==> src/rtl/kbd_event_wb_initiator_pkg.sv <==
// rtl/kbd_event_wb_initiator_pkg.sv - shared widths, event record and FSM encoding for the keyboard WB initiator
package kbd_event_wb_initiator_pkg;

    localparam int WB_ADDR_WIDTH  = 16;
    localparam int DATA_WIDTH     = 8;
    localparam int KBD_ROW_COUNT  = 10;
    localparam int KBD_ADDR_WIDTH = 4;
    localparam int KBD_COL_WIDTH  = 3;

    typedef struct packed {
        logic [KBD_ADDR_WIDTH-1:0] row;
        logic [KBD_COL_WIDTH-1:0]  col;
        logic                      pressed;
    } kbd_event_t;

    typedef enum logic [2:0] {
        ST_IDLE     = 3'd0,
        ST_RD_REQ   = 3'd1,
        ST_RD_WAIT  = 3'd2,
        ST_WR_REQ   = 3'd3,
        ST_WR_WAIT  = 3'd4,
        ST_CLR_REQ  = 3'd5,
        ST_CLR_WAIT = 3'd6
    } kbd_init_state_t;

    // Matrix rows are active-low: a pressed key clears its bit.
    function automatic logic [DATA_WIDTH-1:0] apply_event(
        input logic [DATA_WIDTH-1:0]    d,
        input logic [KBD_COL_WIDTH-1:0] col,
        input logic                     pressed
    );
        logic [DATA_WIDTH-1:0] mask;
        mask = DATA_WIDTH'(1) << col;
        return pressed ? (d & ~mask) : (d | mask);
    endfunction

endpackage

==> src/rtl/kbd_event_wb_initiator_fifo.sv <==
// rtl/kbd_event_wb_initiator_fifo.sv - show-ahead synchronous FIFO holding queued key events
// Ports: i_clk/i_rst (async active-high), i_push/i_data, i_pop/o_data (valid while !o_empty),
//        o_full/o_empty registered status flags.
module sync_fifo #(
    parameter int WIDTH = 8,
    parameter int DEPTH = 8
) (
    input  logic             i_clk,
    input  logic             i_rst,
    input  logic             i_push,
    input  logic [WIDTH-1:0] i_data,
    input  logic             i_pop,
    output logic [WIDTH-1:0] o_data,
    output logic             o_full,
    output logic             o_empty
);
    localparam int AW = $clog2(DEPTH);

    logic [WIDTH-1:0] r_mem [DEPTH];
    logic [AW-1:0]    r_wr_ptr;
    logic [AW-1:0]    r_rd_ptr;
    logic [AW:0]      r_count;
    logic             r_full;
    logic             r_empty;
    logic             w_do_push;
    logic             w_do_pop;
    logic [AW:0]      w_count_next;

    // A push while full is only legal when the same cycle pops.
    assign w_do_push = i_push && (!r_full || i_pop);
    assign w_do_pop  = i_pop && !r_empty;

    always_comb begin
        w_count_next = r_count;
        if (w_do_push && !w_do_pop) begin
            w_count_next = r_count + (AW+1)'(1);
        end else if (!w_do_push && w_do_pop) begin
            w_count_next = r_count - (AW+1)'(1);
        end
    end

    always_ff @(posedge i_clk) begin
        if (w_do_push) begin
            r_mem[r_wr_ptr] <= i_data;
        end
    end

    always_ff @(posedge i_clk or posedge i_rst) begin
        if (i_rst) begin
            r_wr_ptr <= '0;
            r_rd_ptr <= '0;
            r_count  <= '0;
            r_full   <= 1'b0;
            r_empty  <= 1'b1;
        end else begin
            if (w_do_push) begin
                r_wr_ptr <= r_wr_ptr + AW'(1);
            end
            if (w_do_pop) begin
                r_rd_ptr <= r_rd_ptr + AW'(1);
            end
            r_count <= w_count_next;
            r_full  <= (w_count_next == (AW+1)'(DEPTH));
            r_empty <= (w_count_next == '0);
        end
    end

    assign o_data  = r_mem[r_rd_ptr];
    assign o_full  = r_full;
    assign o_empty = r_empty;

endmodule

==> src/rtl/kbd_event_wb_initiator.sv <==
// rtl/kbd_event_wb_initiator.sv - WB B4 pipelined initiator applying key events as row read-modify-writes
// Ports: wb_clock_i/wb_reset_i; evt_valid_i/evt_ready_o with evt_row_i/evt_col_i/evt_pressed_i;
//        clear_i pulse; busy_o, sticky err_o; WB master wb_addr_o/wb_data_o/wb_we_o/wb_cycle_o/
//        wb_strobe_o with wb_data_i/wb_stall_i/wb_ack_i.
module kbd_event_wb_initiator
    import kbd_event_wb_initiator_pkg::*;
#(
    parameter logic [WB_ADDR_WIDTH-1:0] KBD_WB_BASE = '0,
    parameter int                       FIFO_DEPTH  = 8,
    parameter int                       ACK_TIMEOUT = 15
) (
    input  logic                      wb_clock_i,
    input  logic                      wb_reset_i,
    input  logic                      evt_valid_i,
    output logic                      evt_ready_o,
    input  logic [KBD_ADDR_WIDTH-1:0] evt_row_i,
    input  logic [KBD_COL_WIDTH-1:0]  evt_col_i,
    input  logic                      evt_pressed_i,
    input  logic                      clear_i,
    output logic                      busy_o,
    output logic                      err_o,
    output logic [WB_ADDR_WIDTH-1:0]  wb_addr_o,
    output logic [DATA_WIDTH-1:0]     wb_data_o,
    input  logic [DATA_WIDTH-1:0]     wb_data_i,
    output logic                      wb_we_o,
    output logic                      wb_cycle_o,
    output logic                      wb_strobe_o,
    input  logic                      wb_stall_i,
    input  logic                      wb_ack_i
);
    localparam int TW = $clog2(ACK_TIMEOUT + 1);
    localparam logic [TW-1:0]             TMO_LOAD = TW'(ACK_TIMEOUT);
    localparam logic [KBD_ADDR_WIDTH-1:0] LAST_ROW = KBD_ADDR_WIDTH'(KBD_ROW_COUNT - 1);

    kbd_init_state_t           r_state;
    logic [TW-1:0]             r_timer;
    logic [KBD_ADDR_WIDTH-1:0] r_row_idx;
    logic [KBD_COL_WIDTH-1:0]  r_col;
    logic                      r_pressed;
    logic                      r_clear_pending;
    logic                      r_err;
    logic                      r_cyc;
    logic                      r_stb;
    logic                      r_we;
    logic [WB_ADDR_WIDTH-1:0]  r_addr;
    logic [DATA_WIDTH-1:0]     r_wdata;

    kbd_event_t                w_push_evt;
    kbd_event_t                w_head;
    logic                      w_full;
    logic                      w_empty;
    logic                      w_push;
    logic                      w_pop;
    logic                      w_in_clr;
    logic                      w_clear_req;
    logic                      w_req_state;
    logic                      w_wait_state;
    logic                      w_expired;
    logic [KBD_ADDR_WIDTH-1:0] w_next_row;

    assign w_push_evt   = {evt_row_i, evt_col_i, evt_pressed_i};
    assign w_push       = evt_valid_i && evt_ready_o;
    assign w_in_clr     = (r_state == ST_CLR_REQ) || (r_state == ST_CLR_WAIT);
    // A clear arriving in the same cycle as IDLE is honoured immediately so it beats any queued event.
    assign w_clear_req  = r_clear_pending || clear_i;
    assign w_pop        = (r_state == ST_IDLE) && !w_clear_req && !w_empty;
    assign w_req_state  = (r_state == ST_RD_REQ) || (r_state == ST_WR_REQ) || (r_state == ST_CLR_REQ);
    assign w_wait_state = (r_state == ST_RD_WAIT) || (r_state == ST_WR_WAIT) || (r_state == ST_CLR_WAIT);
    assign w_expired    = (r_timer == '0);
    assign w_next_row   = r_row_idx + KBD_ADDR_WIDTH'(1);

    sync_fifo #(
        .WIDTH ($bits(kbd_event_t)),
        .DEPTH (FIFO_DEPTH)
    ) u_fifo (
        .i_clk   (wb_clock_i),
        .i_rst   (wb_reset_i),
        .i_push  (w_push),
        .i_data  (w_push_evt),
        .i_pop   (w_pop),
        .o_data  (w_head),
        .o_full  (w_full),
        .o_empty (w_empty)
    );

    always_ff @(posedge wb_clock_i or posedge wb_reset_i) begin
        if (wb_reset_i) begin
            r_state         <= ST_IDLE;
            r_timer         <= '0;
            r_row_idx       <= '0;
            r_col           <= '0;
            r_pressed       <= 1'b0;
            r_clear_pending <= 1'b0;
            r_err           <= 1'b0;
            r_cyc           <= 1'b0;
            r_stb           <= 1'b0;
            r_we            <= 1'b0;
            r_addr          <= '0;
            r_wdata         <= '0;
        end else begin
            if (clear_i && !w_in_clr) begin
                r_clear_pending <= 1'b1;
            end

            unique case (r_state)
                ST_IDLE: begin
                    if (w_clear_req) begin
                        r_clear_pending <= 1'b1;
                        r_row_idx       <= '0;
                        r_addr          <= KBD_WB_BASE;
                        r_wdata         <= '1;
                        r_we            <= 1'b1;
                        r_cyc           <= 1'b1;
                        r_stb           <= 1'b1;
                        r_timer         <= TMO_LOAD;
                        r_state         <= ST_CLR_REQ;
                    end else if (!w_empty) begin
                        if (w_head.row >= KBD_ADDR_WIDTH'(KBD_ROW_COUNT)) begin
                            r_err <= 1'b1;
                        end else begin
                            r_col     <= w_head.col;
                            r_pressed <= w_head.pressed;
                            r_addr    <= KBD_WB_BASE | WB_ADDR_WIDTH'(w_head.row);
                            r_we      <= 1'b0;
                            r_cyc     <= 1'b1;
                            r_stb     <= 1'b1;
                            r_timer   <= TMO_LOAD;
                            r_state   <= ST_RD_REQ;
                        end
                    end
                end
                ST_RD_REQ, ST_WR_REQ, ST_CLR_REQ: begin
                    if (!wb_stall_i) begin
                        r_stb <= 1'b0;
                        r_state <= (r_state == ST_RD_REQ) ? ST_RD_WAIT :
                                   (r_state == ST_WR_REQ) ? ST_WR_WAIT : ST_CLR_WAIT;
                    end
                end
                ST_RD_WAIT: begin
                    if (wb_ack_i) begin
                        r_wdata <= apply_event(wb_data_i, r_col, r_pressed);
                        r_we    <= 1'b1;
                        r_stb   <= 1'b1;
                        r_timer <= TMO_LOAD;
                        r_state <= ST_WR_REQ;
                    end
                end
                ST_WR_WAIT: begin
                    if (wb_ack_i) begin
                        r_cyc   <= 1'b0;
                        r_we    <= 1'b0;
                        r_state <= ST_IDLE;
                    end
                end
                ST_CLR_WAIT: begin
                    if (wb_ack_i) begin
                        if (r_row_idx == LAST_ROW) begin
                            r_cyc           <= 1'b0;
                            r_we            <= 1'b0;
                            r_clear_pending <= 1'b0;
                            r_state         <= ST_IDLE;
                        end else begin
                            r_row_idx <= w_next_row;
                            r_addr    <= KBD_WB_BASE | WB_ADDR_WIDTH'(w_next_row);
                            r_stb     <= 1'b1;
                            r_timer   <= TMO_LOAD;
                            r_state   <= ST_CLR_REQ;
                        end
                    end
                end
                default: r_state <= ST_IDLE;
            endcase

            // Watchdog: one budget per request, covering both stall and ack wait.
            if ((w_req_state && wb_stall_i) || (w_wait_state && !wb_ack_i)) begin
                if (w_expired) begin
                    r_cyc   <= 1'b0;
                    r_stb   <= 1'b0;
                    r_we    <= 1'b0;
                    r_err   <= 1'b1;
                    r_state <= ST_IDLE;
                    if (w_in_clr) begin
                        r_clear_pending <= 1'b0;
                    end
                end else begin
                    r_timer <= r_timer - TW'(1);
                end
            end
        end
    end

    assign evt_ready_o = !w_full && !wb_reset_i;
    assign busy_o      = (r_state != ST_IDLE) || !w_empty || r_clear_pending;
    assign err_o       = r_err;
    assign wb_addr_o   = r_addr;
    assign wb_data_o   = r_wdata;
    assign wb_we_o     = r_we;
    assign wb_cycle_o  = r_cyc;
    assign wb_strobe_o = r_stb;

endmodule

==> config.mk <==
export PLATFORM = sky130hd
export DESIGN_NAME = kbd_event_wb_initiator
export DESIGN_NICKNAME = d
export VERILOG_FILES = /design/src/rtl/kbd_event_wb_initiator_pkg.sv /design/src/rtl/kbd_event_wb_initiator_fifo.sv /design/src/rtl/kbd_event_wb_initiator.sv
export SDC_FILE = /design/constraint.sdc
export NUM_CORES = 1
export LEC_CHECK = 0
export ABC_AREA = 1
export CORE_MARGIN = 2
export CORE_UTILIZATION = 35
export DETAILED_ROUTE_END_ITERATION = 10
export PLACE_DENSITY = 0.63
export SLEW_MARGIN = 15
export SYNTH_ARGS = -nofsm -noshare
export SYNTH_HDL_FRONTEND = slang
export SYNTH_HIERARCHICAL = 1
export SYNTH_SLANG_ARGS = --single-unit
==> constraint.sdc <==
create_clock -name wb_clock_i -period 6.8 [get_ports wb_clock_i]
set_clock_uncertainty 0.1 [all_clocks]
set_input_delay 2.04 -clock wb_clock_i [delete_from_list [all_inputs] [get_ports wb_clock_i]]
set_output_delay 2.04 -clock wb_clock_i [all_outputs]
set_load 0.1 [all_outputs]
Yosys cells after proc, flatten, opt, wreduce, memory -nomap -nowiden
Memory sizes are Yosys's and may differ from the RTL's.
Cells that the tools add are included.
{ "word_totals": {"regBits": 56, "latch_bits": 0, "ram_bits": 64, "romBits": 0, "mem_count": 1} }
{ "memory_table": {"columns": ["memory", "words", "width", "read_ports", "rd_ports_with_merged_regs", "write_ports", "line", "rtl"], "rows": [
  ["u_fifo.r_mem", 8, 8, 1, 0, 1, "kbd_event_wb_initiator_fifo.sv:19", "logic [WIDTH-1:0] r_mem [DEPTH];"]
]} }
{ "classes": {"add_sub_neg": 6, "multipliers": 0, "n_div": 0, "order_cmp": 1, "n_eq_ne": 14, "n_shift": 1, "mux": 83, "bitwise": 6, "reduce_logical": 40} }
{ "op_table": {"columns": ["operator", "n"], "rows": [
  ["2-to-1 mux 16 bit", 5],
  ["2-to-1 mux 4 bit", 13],
  ["2-to-1 mux 1 bit", 41],
  ["2-to-1 mux 3 bit", 11],
  ["one-hot mux 16 bit (2 select lines)", 1],
  ["2-to-1 mux 8 bit", 3],
  ["one-hot mux 8 bit (2 select lines)", 1],
  ["one-hot mux 3 bit (5 select lines)", 1],
  ["one-hot mux 4 bit (3 select lines)", 1],
  ["logical AND 1 bit", 11],
  ["logical OR 1 bit", 10],
  ["equality test 3 bit (second input constant)", 3],
  ["adder 4 x 1 -> 4 bit (second input constant)", 2],
  ["AND 8 bit", 1],
  ["equality test 4 bit (second input constant)", 2],
  ["zero test 1 bit", 8],
  ["zero test 4 bit", 2],
  ["inequality test 2 bit (second input constant)", 4],
  ["inverter 8 bit", 1],
  ["bitwise OR 8 bit", 1],
  ["one-hot mux 1 bit (4 select lines)", 2],
  ["one-hot mux 4 bit (2 select lines)", 1],
  ["AND reduction 4 bit", 2],
  ["<< shifter 1 x 3 -> 8 bit (first input constant)", 1],
  ["16 further kinds", 23]
]} }

Depth between registers and ports, before layout
Gate-level depths: netlist (run 1).
{ "logic_depth": {"depth_word": 11, "ltp_mapped": 14} }

Cells and area by module
Netlist (run 1), hierarchy kept.
{ "modules_own_cells": {"columns": ["module", "n_inst", "cells_each", "area_each_um2", "seq_area_each_um2"], "rows": [
  ["sync_fifo", 1, 259, 3218.1, 2223.4],
  ["kbd_event_wb_initiator", 1, 249, 2063.2, 800.8]
]} }

Least setup slack after synthesis (run 1)
OpenSTA, ideal clock, no wires.
{ "synth_timing": {"path_type": "input port to output port", "startpoint": "input wb_reset_i", "endpoint": "output evt_ready_o", "arrival_time_ps": 3293, "setup_slack_ps": 1367, "cell_stages": 1, "path_cell_list": "nor2_1"} }
{ "synth_via": {"elab_chain_cells": 2} }
{ "synth_lines": {"columns": ["item", "line", "rtl"], "rows": [
  ["from (decl)", "kbd_event_wb_initiator.sv:13", "input logic wb_reset_i,"],
  ["zero test 1 bit (no line)", null, null],
  ["logical AND 1 bit", "kbd_event_wb_initiator.sv:192", "assign evt_ready_o = !w_full && !wb_reset_i;"],
  ["to (decl)", "kbd_event_wb_initiator.sv:15", "output logic evt_ready_o,"]
]} }
No other way between the ends.

Worst setup path after layout (run 1)
Same ends and word-level chain as after synthesis.

==> impl_results.md, run 1 <==
- Status: finished clean
- Critical Path Source Type: input port
- Peak supply drop: 0.196 mV
- Synthesized area per cell: 10.4 um2
- Setup repair after global routing missed its margin: no
- Wire length per cell after detailed routing: 15.7 um
- Leading area contributor after synthesis: sky130_fd_sc_hd__edfxtp_1
- R2R Setup Slk: 3920 ps
- Drt initial violations: 426
- Core Footprint: 0.0146 mm2
- Pin count of the biggest net entering global routing: 35
- IO buf count: 39
- Endpoint of the worst hold-timing path: wb_data_o[7]
- Worst min path class: reg2reg
- Post CTS Setup Buffer Count: 0
- Detailed-route vias per instance: 5.01
- Overall die width: 127 um
- Die Span Y: 127 um
- GPL Wtd Cong: 0.858
- Clock period minus final worst setup slack: 5040 ps
- Vias in the first global route: 3615
- Start point of the worst min-delay path: wb_data_o[7]
- Number of enable flip-flop cells after synthesis: 64
- Endpoint of the most critical register-to-register path: u_fifo/r_mem[4][4]
- Power Dens Cells: 471 mW/mm2
- Switching power share of the total: 47.1%
- Final Non-Filler Cells: 732
- Global-route wire length before repair: 18600 um
- CTS H-tree lvls: 3
- Simple-gate area share of the yosys netlist: 19.7%
- Maximum fanout encountered on the critical timing path: 4
- Final HPWL from detailed placement: 8150 um
- Count of mapped cells out of synthesis: 508
- Share of cells above drive strength 1: 13.3%
- Clock buffer count from CTS: 9
- Number of antenna violations at the first check in global routing: 0
- Clock root buffer: sky130_fd_sc_hd__clkbuf_16
- Fraction of power consumed by combinational cells: 46.7%
- Placed Instances: 717
- Number of cells on the worst hold path: 2
- Register bit count reported by yosys: 108
- Syn. warnings: 6
- Main combinational cell family by area after synthesis: simple AND/OR/NAND/NOR gates
- Count of max-cap constraint violations: 0
- Worst R2R Start: r_state[1]
- DIE AREA: 0.0161 mm2
- GRT Util Overall: 14.9%
- Complex-gate fraction of the synthesized area: 10.4%
- Congestion Overflow GR: 0
- Slew HR: 34.3%
- Top flip-flop cell by instance count after synthesis: sky130_fd_sc_hd__edfxtp_1
- Distinct cell type count after synthesis: 41
- Leading cell types by total area after synthesis: sky130_fd_sc_hd__edfxtp_1, sky130_fd_sc_hd__dfrtp_1, sky130_fd_sc_hd__nand2_1, sky130_fd_sc_hd__nor2_1, sky130_fd_sc_hd__mux2i_1
- Max Slew Vio Count: 0
- Proportion of synthesized flip-flops having asynchronous set or reset: 40.7%
- Fraction of power consumed by sequential logic: 34.9%
- Bufs on Longest Clock Path: 2
- Number of nets at the end of the flow: 573
- Most numerous cell in the Yosys netlist: sky130_fd_sc_hd__nand2_1
- Worst path required time: 4660 ps
- Antenna viol nets, final: 0
- DR vias: 3669
- Xor/xnor share of the synthesized area: 0.829%
- Cell Rows: 44
- Netlist area before placement: 0.00528 mm2
- Setup Total Neg Slack: 0 ps
- Routed Wire Length: 11500 um
- Power share of the clock group: 18.4%
- Initial Utilization: 36.1%
- Post-synthesis to final-layout area growth: 14.6%
- Post-CTS Hold Buffers: 0
- Area share of the largest cell type after synthesis: 36.4%
- WP data arrival: 2900 ps
- Residual DRC: 0
- Cells on worst reg2reg path: 10
- Clock edge transition at the registers on the reported setup and hold paths: 70 ps
- Share of cell area taken by muxes after synthesis: 3.03%
- Worst-skew pair later-pin latency: 360 ps
- Sequential cell area fraction in the yosys report: 57.3%
- Number of top-level pins: 52
- Clock tree from TritonCTS: done
- Number of iterations in the first detailed-routing pass: 5
- Gates resized, CTS repair: 0
- Most frequent cells after synthesis: sky130_fd_sc_hd__nand2_1, sky130_fd_sc_hd__edfxtp_1, sky130_fd_sc_hd__nor2_1, sky130_fd_sc_hd__dfrtp_1, sky130_fd_sc_hd__inv_1
- Clock sink total: 108
- Internal power contribution: 1.51 mW
- Static power due to leakage: 2.41 nW
- Hold violation count in the final report: 0
- Power spent charging and discharging nets: 1.34 mW
- Antenna diode count: 0
- Worst setup path category: in2out
- Final worst-path cycle share: 74.2%
- Transition time at the pin with the least slew margin: 983 ps
- Adder-Cell Fraction of Synth Area: 1.66%
- Final setup vio count: 0
- Nature of the critical path endpoint: output port
- Max Clk Rate: 198 MHz
-- sequential cells by signal (all words and copies together), names as in the netlist, 3 cells and up --
signal and count:
u_fifo/r_rd_ptr 3, r_row_idx 4, u_fifo/r_wr_ptr 3, r_timer 4
r_col 3, u_fifo/r_mem 64, wb_addr_o 4, r_state 3
u_fifo/r_count 4, wb_data_o 8
-- layout make-up --
class                   instances  area (um2)
clock buffers                  10         229
clock inverters                 5        60.1
fillers                      1416        8590
inverters                      46         178
multi-input cells             338        1930
flip-flops and latches        108        3020
well taps                     184         230
repair buffers                 41         403
-- how the worst max path moves through the flow --
stage | startpoint | to | slack [ps] | depth (start not counted)
floorplan | wb_reset_i | evt_ready_o | 1370 | 1
global placement | wb_reset_i | evt_ready_o | 1750 | 3
detailed placement | wb_reset_i | evt_ready_o | 1740 | 3
CTS | wb_reset_i | evt_ready_o | 1750 | 3
global route | wb_reset_i | evt_ready_o | 1690 | 3
finish | wb_reset_i | evt_ready_o | 1760 | 3
-- per-layer routing --
metal	GRT usage [%]	up-vias	part of all wire (%)
met5	0	-	0
met4	3.43	0	0.94
met3	4.26	12	4.5
met2	24.4	91	48
met1	19.7	1774	47
li1	-	1792	-
-- through the flow --
stage / worst slack, ps / hold slack [ps] / total power [mW] / instance area [um2] / util (%)
CTS: 1750 / 388 / 2.86 / 6050 / 41.3
global route: 1690 / 430 / 3.02 / 6050 / 41.3
floorplan: 1370 / 366 / 2.05 / 5320 / -
finish: 1760 / 381 / 2.85 / 6050 / 41.3
global placement: 1750 / 366 / 2.30 / 5760 / 39.4
detailed placement: 1740 / 370 / 2.33 / 5760 / 39.4
-- critical path, cell delays in order --
cell and delay, ps:
sky130_fd_sc_hd__clkdlybuf4s50_1 450, sky130_fd_sc_hd__nor2_1 120, sky130_fd_sc_hd__buf_4 290
-- power groups by stage --
stage / Sequential [mW] / Combinational, mW / Clock [mW]
global placement: 0.998 / 1.30 / 0
CTS: 0.990 / 1.34 / 0.538
global route: 1.01 / 1.45 / 0.562
floorplan: 1.24 / 0.811 / 0
detailed placement: 1.00 / 1.33 / 0
finish: 0.993 / 1.33 / 0.525
-- cells in the final DEF, fill, tap and decap left out, drive strengths merged, types with 2 or more instances in the layout --
cell,instances
nand2,104
nor2,66
edfxtp,64
dfrtp,43
inv,43
clkdlybuf4s50,38
o21ai,27
nand3,24
a21oi,19
mux2i,16
o22ai,16
nand4,13
conb,12
clkbuf,10
o31ai,9
a41oi,7
ha,7
clkinv,6
xor2,5
or2,4
o21a,3
nor3,3
buf,3
a31oi,2
-- logic make-up after synthesis --
group,count (synthesis)
flip-flops,108
buffers and inverters,73
AND/OR/NAND/NOR,215
XOR/XNOR,5
other,1
AO/OA/AOI/OAI,83
multiplexers,16
adder cells (fa/ha/maj),7
(Power assumes the default switching activity.)
==> inputs of run 2 (changes only) <==
--- a/config.mk
+++ b/config.mk
@@ -9,7 +9,7 @@
 export CORE_MARGIN = 2
 export CORE_UTILIZATION = 35
 export DETAILED_ROUTE_END_ITERATION = 10
-export PLACE_DENSITY = 0.63
+export PLACE_DENSITY = 0.65
 export SLEW_MARGIN = 15
 export SYNTH_ARGS = -nofsm -noshare
 export SYNTH_HDL_FRONTEND = slang
==> constraint.sdc (replaced) <==
create_clock -name wb_clock_i -period 4.6 [get_ports wb_clock_i]
set_clock_uncertainty 0.1 [all_clocks]
set_input_delay 1.38 -clock wb_clock_i [delete_from_list [all_inputs] [get_ports wb_clock_i]]
set_output_delay 1.38 -clock wb_clock_i [all_outputs]
set_load 0.1 [all_outputs]
==> run 2 against run 1 <==
Non-clock buffer count is 2 higher; clock power up 42%; cell area increased by 0.45%; highest routed layer unchanged; power up 46%; combinational power increased by 45%; utilization is 0.19 points higher; register-to-register slack got worse by 2500 ps; routed wire length is 5.9% lower; critical path depth did not move; via count down 0.49%; largest power group unchanged; clock-buffer cell count is 1 lower; critical path type unchanged; first-iteration DRC count decreased by 12%.
==> impl_results.md, run 2 (synthesis results as in run 1) <==
- Post CTS Setup Buffer Count: 0 (unchanged)
- Commonest cells after routing, fill and taps aside: sky130_fd_sc_hd__nand2_1, sky130_fd_sc_hd__edfxtp_1, sky130_fd_sc_hd__nor2_1, sky130_fd_sc_hd__dfrtp_1, sky130_fd_sc_hd__clkdlybuf4s50_1
- Cell Rows: 44 (unchanged)
- Worst-skew pair later-pin latency: 360 ps (about the same)
- Wire length per cell after detailed routing: 14.7 um (-6.3%)
- Worst R2R Start: u_fifo/r_rd_ptr[0]
- Final HPWL from detailed placement: 7890 um (-3.2%)
- Bufs on Longest Clock Path: 2 (unchanged)
- Slew HR: 33.5% (-0.78 points)
- WP data arrival: 2270 ps (-630 ps)
- Post-synthesis to final-layout area growth: 15.1%
- Gates resized, CTS repair: 0 (unchanged)
- Power Dens Cells: 686 mW/mm2 (+46%)
- Register with the most flip-flops: u_fifo/r_mem
- Overall die width: 127 um (unchanged)
- Switching power share of the total: 47.4% (+0.34 points)
- Delay of the slowest cell on the worst path: 470 ps (+20 ps)
- Maximum fanout encountered on the critical timing path: 4 (unchanged)
- Clock root buffer: sky130_fd_sc_hd__clkbuf_16
- Max Slew Vio Count: 0 (unchanged)
- Transition time at the pin with the least slew margin: 995 ps (+11.6 ps)
- Worst path slowest cell: sky130_fd_sc_hd__clkdlybuf4s50_1
- Endpoint of the most critical register-to-register path: wb_addr_o[2]
- Setup repair after global routing missed its margin: no
- Internal power contribution: 2.19 mW (+46%)
- Status: finished clean
- CTS H-tree lvls: 3 (unchanged)
- Vias in the first global route: 3413 (-5.6%)
- GPL Wtd Cong: 0.822 (-4.2%)
- Nature of the critical path endpoint: output port
- Peak supply drop: 0.340 mV (+73%)
- Residual DRC: 0 (unchanged)
- DIE AREA: 0.0161 mm2 (unchanged)
- Source of the critical timing path: wb_reset_i
- Number of antenna violations at the first check in global routing: 0 (unchanged)
- DR vias: 3651 (-0.49%)
- Fraction of power consumed by combinational cells: 46.2% (-0.5 points)
- Final setup vio count: 0 (unchanged)
- Fraction of power consumed by sequential logic: 35.9% (+1.0 points)
- Number of nets at the end of the flow: 575 (+0.35%)
- Initial Utilization: 36.1% (unchanged)
- CP endpoint: evt_ready_o
- CP Cell Sequence: clkdlybuf4s50_1, nor2_1, buf_12
- Count of max-cap constraint violations: 0 (unchanged)
- Clock edge transition at the registers on the reported setup and hold paths: 70 ps (about the same)
- Cells on worst reg2reg path: 12 (+2)
- Post-CTS Hold Buffers: 0 (unchanged)
- Share of cells above drive strength 1: 14.0% (+0.65 points)
- Antenna diode count: 0 (unchanged)
- Hold violation count in the final report: 0 (unchanged)
- Worst min path class: reg2reg
- Setup Total Neg Slack: 0 ps (unchanged)
- Number of flip-flops under the largest register name: 64 (unchanged)
- Power spent charging and discharging nets: 1.98 mW (+48%)
- Smallest hold slack: 385 ps (+3.87 ps)
- Pin count of the biggest net entering global routing: 35 (unchanged)
- GRT Util Overall: 13.9% (-0.95 points)
- Clock period minus final worst setup slack: 3750 ps
- Global-route wire length before repair: 17400 um (-6.3%)
- Die Span Y: 127 um (unchanged)
- Clock buffer count from CTS: 9 (unchanged)
- Core Footprint: 0.0146 mm2 (unchanged)
- Max Clk Rate: 267 MHz
- Detailed-route vias per instance: 4.97 (-0.90%)
- Critical Path Source Type: input port
- Worst setup path category: in2out
- Congestion Overflow GR: 0 (unchanged)
- Most frequent standard cell in the layout excluding fill and tap cells: sky130_fd_sc_hd__nand2_1
- Clock sink total: 108 (unchanged)
- Routed Wire Length: 10800 um (-5.9%)
- Drt initial violations: 374 (-12%)
- Antenna viol nets, final: 0 (unchanged)
- Worst path required time: 3120 ps (-1540 ps)
- Number of top-level pins: 52 (unchanged)
- IO buf count: 39 (unchanged)
- Number of iterations in the first detailed-routing pass: 5 (unchanged)
- Static power due to leakage: 2.43 nW (+0.76%)
- R2R Setup Slk: 1420 ps (-2500 ps)
- Final worst-path cycle share: 81.5%
- Clock tree from TritonCTS: done
- Power share of the clock group: 17.9% (-0.5 points)
==> run 2: cell types whose count changed in the layout (fill, tap and decap cells not counted), sizes merged <==
cell / before / now
buf: 3 / 6
clkinv: 6 / 8
inv: 43 / 45
bufinv: 1 / 0
clkbuf: 10 / 9
clkdlybuf4s50: 38 / 37
clkinvlp: 1 / 0
==> run 2: layer usage <==
| metal | GRT usage [%] | vias to the layer above | part of all wire, % |
|---|---|---|---|
| met5 | 0 | - | 0 |
| met3 | 4.01 | 16 | 6.2 |
| met4 | 4.33 | 0 | 1.5 |
| met2 | 21.6 | 111 | 46 |
| li1 | - | 1791 | - |
| met1 | 19.0 | 1733 | 46 |
==> run 2: critical path, delay by kind of cell <==
family | cells | cell delay [ps]
AND/OR/NAND/NOR | 1 | 210
buffers and inverters | 2 | 670
==> run 2: power by group through the flow <==
stage / clock [mW] / sequential, mW / combinational [mW]
finish: 0.748 / 1.50 / 1.93
CTS: 0.763 / 1.50 / 1.93
floorplan: 0 / 1.84 / 1.20
global route: 0.801 / 1.54 / 2.11
detailed placement: 0 / 1.51 / 1.92
global placement: 0 / 1.51 / 1.90
==> run 2: through the flow <==
stage	area [um2]	power (mW)	std cells	setup slack [ps]	util [%]
floorplan	5320	3.04	519	487	-
global placement	5790	3.41	719	635	39.5
detailed placement	5790	3.44	719	596	39.5
CTS	6080	4.19	735	853	41.5
global route	6080	4.45	735	754	41.5
finish	6080	4.17	735	852	41.5
==> run 2: worst min-delay path by stage <==
stage	to	slack, ps	cells after the start	from
3_3_place_gp	wb_data_o[7]	370	2	wb_data_o[7]
4_1_cts	wb_data_o[7]	390	2	wb_data_o[7]
5_1_grt	wb_data_o[7]	430	2	wb_data_o[7]
2_1_floorplan	r_timer[0]	370	2	r_timer[0]
3_5_place_dp	wb_data_o[7]	370	2	wb_data_o[7]
6_report	wb_data_o[7]	380	2	wb_data_o[7]
==> run 2: area by class of cell <==
class,instances,area (um2)
flip-flops and latches,108,3020
well taps,184,230
fillers,1388,8560
repair buffers,43,428
multi-input cells,338,1930
clock buffers,9,225
inverters,46,178
clock inverters,7,66.3
==> inputs of run 3 (changes only) <==
--- a/config.mk
+++ b/config.mk
@@ -9,7 +9,7 @@
 export CORE_MARGIN = 2
 export CORE_UTILIZATION = 35
 export DETAILED_ROUTE_END_ITERATION = 10
-export PLACE_DENSITY = 0.65
+export PLACE_DENSITY = 0.63
 export SLEW_MARGIN = 15
 export SYNTH_ARGS = -nofsm -noshare
 export SYNTH_HDL_FRONTEND = slang
==> constraint.sdc (replaced) <==
create_clock -name wb_clock_i -period 3.8 [get_ports wb_clock_i]
set_clock_uncertainty 0.1 [all_clocks]
set_input_delay 1.14 -clock wb_clock_i [delete_from_list [all_inputs] [get_ports wb_clock_i]]
set_output_delay 1.14 -clock wb_clock_i [all_outputs]
set_load 0.1 [all_outputs]
==> run 3 against run 2 <==
Register-to-register slack got worse by 620 ps; cell area increased by 1.1%; via count about the same; clock-buffer cell count increased by 1; critical path type unchanged; global-route usage increased by 0.079 points; sequential power increased by 21%; power increased by 23%; first-iteration DRC count decreased by 43%.
==> impl_results.md, run 3 (synthesis results as in run 1) <==
- Worst path slowest cell: sky130_fd_sc_hd__clkdlybuf4s50_1
- Congestion Overflow GR: 0 (unchanged)
- Gates resized, CTS repair: 0 (unchanged)
- Critical path buffer and inverter count: 2 (unchanged)
- Worst path required time: 2560 ps (-560 ps)
- Worst min path class: reg2reg
- GRT Util Overall: 14.0% (+0.079 points)
- Cell Rows: 44 (unchanged)
- Count of max-cap constraint violations: 0 (unchanged)
- Number of iterations in the first detailed-routing pass: 5 (unchanged)
- Initial Utilization: 36.1% (unchanged)
- Clock root buffer: sky130_fd_sc_hd__clkbuf_16
- Transition time at the pin with the least slew margin: 825 ps (-169 ps)
- Bufs on Longest Clock Path: 2 (unchanged)
- Critical Path Source Type: input port
- Start point of the worst min-delay path: wb_data_o[7]
- PnR worst setup slack: 548 ps (-304 ps)
- DIE AREA: 0.0161 mm2 (unchanged)
- Final HPWL from detailed placement: 7950 um (+0.74%)
- Number of antenna violations at the first check in global routing: 0 (unchanged)
- Placed Instances: 729 (+1.4%)
- GPL Wtd Cong: 0.814 (-0.99%)
- Clock sink total: 108 (unchanged)
- Source of the critical timing path: wb_reset_i
- Number of nets at the end of the flow: 585 (+1.7%)
- Residual DRC: 0 (unchanged)
- Routed Wire Length: 11000 um (+1.2%)
- Core Footprint: 0.0146 mm2 (unchanged)
- Worst setup slack after placement: 536 ps (-59.3 ps)
- Die Span Y: 127 um (unchanged)
- Slew HR: 45.0% (+12 points)
- Register with the most flip-flops: u_fifo/r_mem
- Max Slew Vio Count: 0 (unchanged)
- Peak supply drop: 0.382 mV (+12%)
- Vias in the first global route: 3520 (+3.1%)
- Post-synthesis to final-layout area growth: 16.4%
- Final Non-Filler Cells: 745 (+1.4%)
- Post CTS Setup Buffer Count: 0 (unchanged)
- Final setup vio count: 0 (unchanged)
- Delay of the slowest cell on the worst path: 450 ps (-20 ps)
- Share of cells above drive strength 1: 18.4% (+4.4 points)
- End-of-flow core utilization: 42.0% (+0.45 points)
- Clock tree from TritonCTS: done
- Antenna viol nets, final: 0 (unchanged)
- Global-route wire length before repair: 17500 um (+0.55%)
- Number of flip-flops under the largest register name: 64 (unchanged)
- Final design area excluding fillers: 0.00615 mm2 (+1.1%)
- Clock period minus final worst setup slack: 3250 ps
- Endpoint of the worst hold-timing path: wb_data_o[7]
- Maximum fanout encountered on the critical timing path: 4 (unchanged)
- Post-CTS Hold Buffers: 0 (unchanged)
- Antenna diode count: 0 (unchanged)
- Cells on worst reg2reg path: 12 (unchanged)
- Wire length per cell after detailed routing: 14.7 um (-0.15%)
- CTS H-tree lvls: 3 (unchanged)
- Nature of the critical path endpoint: output port
- Final worst-path cycle share: 85.6%
- Detailed-route vias per instance: 4.90 (-1.4%)
- Drt initial violations: 214 (-43%)
- Hold violation count in the final report: 0 (unchanged)
- Pin count of the biggest net entering global routing: 35 (unchanged)
- Commonest cells after routing, fill and taps aside: sky130_fd_sc_hd__nand2_1, sky130_fd_sc_hd__edfxtp_1, sky130_fd_sc_hd__nor2_1, sky130_fd_sc_hd__dfrtp_1, sky130_fd_sc_hd__inv_1
- Worst setup path category: in2out
- Status: finished clean
- Largest delay contributor family on the critical path: buffers and inverters
- Worst R2R Start: u_fifo/r_rd_ptr[0]
- Setup repair after global routing missed its margin: no
- Overall die width: 127 um (unchanged)
- CP Cell Sequence: clkdlybuf4s50_1, nor2_1, buf_12
- Static power due to leakage: 2.51 nW (+3.1%)
- Number of top-level pins: 52 (unchanged)
- Most frequent standard cell in the layout excluding fill and tap cells: sky130_fd_sc_hd__nand2_1
- Worst-skew pair later-pin latency: 350 ps (about the same)
- WP data arrival: 2010 ps (-260 ps)
- Clock edge transition at the registers on the reported setup and hold paths: 70 ps (about the same)
- Endpoint of the most critical register-to-register path: wb_addr_o[2]
- Power Dens Cells: 838 mW/mm2 (+22%)
- Max Clk Rate: 308 MHz
- Clock buffer count from CTS: 9 (unchanged)
- Setup Total Neg Slack: 0 ps (unchanged)
- Instance area at placement: 0.00582 mm2 (+0.61%)
- DR vias: 3649 (-0.055%)
- IO buf count: 39 (unchanged)
- Number of cells on the worst hold path: 2 (unchanged)
- R2R Setup Slk: 800 ps (-620 ps)
## run 3: per-layer routing
layer	global-route usage, %	wire length (um)
met1	18.6	5190
met2	22.9	5060
met3	3.80	565
met4	3.49	131
met5	0	0
## run 3: report_power, final
part           total, mW  switching [mW]  leakage [nW]  internal [mW]
Combinational       2.34            1.66          1.27          0.678
Clock               1.01           0.421         0.159          0.585
Sequential          1.81           0.297          1.07           1.51
Total               5.15            2.38          2.51           2.77
## run 3: area by class of cell
class	count	area [um2]
clock buffer	10	229
inverter	46	178
tap	184	230
multi-input combinational	338	1930
timing repair buffer	53	463
fill	1377	8500
clock inverter	6	93.8
sequential	108	3020
## run 3: metrics by stage
stage / hold WS (ps) / power, mW
floorplan: 366 / 3.68
global placement: 372 / 4.13
detailed placement: 376 / 4.17
CTS: 395 / 5.18
global route: 434 / 5.47
finish: 389 / 5.15
## run 3: worst max-delay path by stage
| stage | to | slack [ps] | depth (start not counted) |
|---|---|---|---|
| floorplan | evt_ready_o | 170 | 1 |
| global placement | evt_ready_o | 550 | 3 |
| detailed placement | evt_ready_o | 540 | 3 |
| CTS | evt_ready_o | 540 | 3 |
| global route | evt_ready_o | 490 | 3 |
| finish | evt_ready_o | 550 | 3 |
## run 3: worst reg2reg max path: stages, from the launching register on
cell	delay [ps]
sky130_fd_sc_hd__dfrtp_1	870
sky130_fd_sc_hd__inv_2	300
sky130_fd_sc_hd__nor2_1	160
sky130_fd_sc_hd__o22ai_1	100
sky130_fd_sc_hd__nand2_1	130
sky130_fd_sc_hd__nand2_1	80
sky130_fd_sc_hd__o21ai_0	380
sky130_fd_sc_hd__nand2_1	170
sky130_fd_sc_hd__nand2_1	110
sky130_fd_sc_hd__nand2_2	100
sky130_fd_sc_hd__nand2_2	180
sky130_fd_sc_hd__nand3_1	100
sky130_fd_sc_hd__o21a_1	110
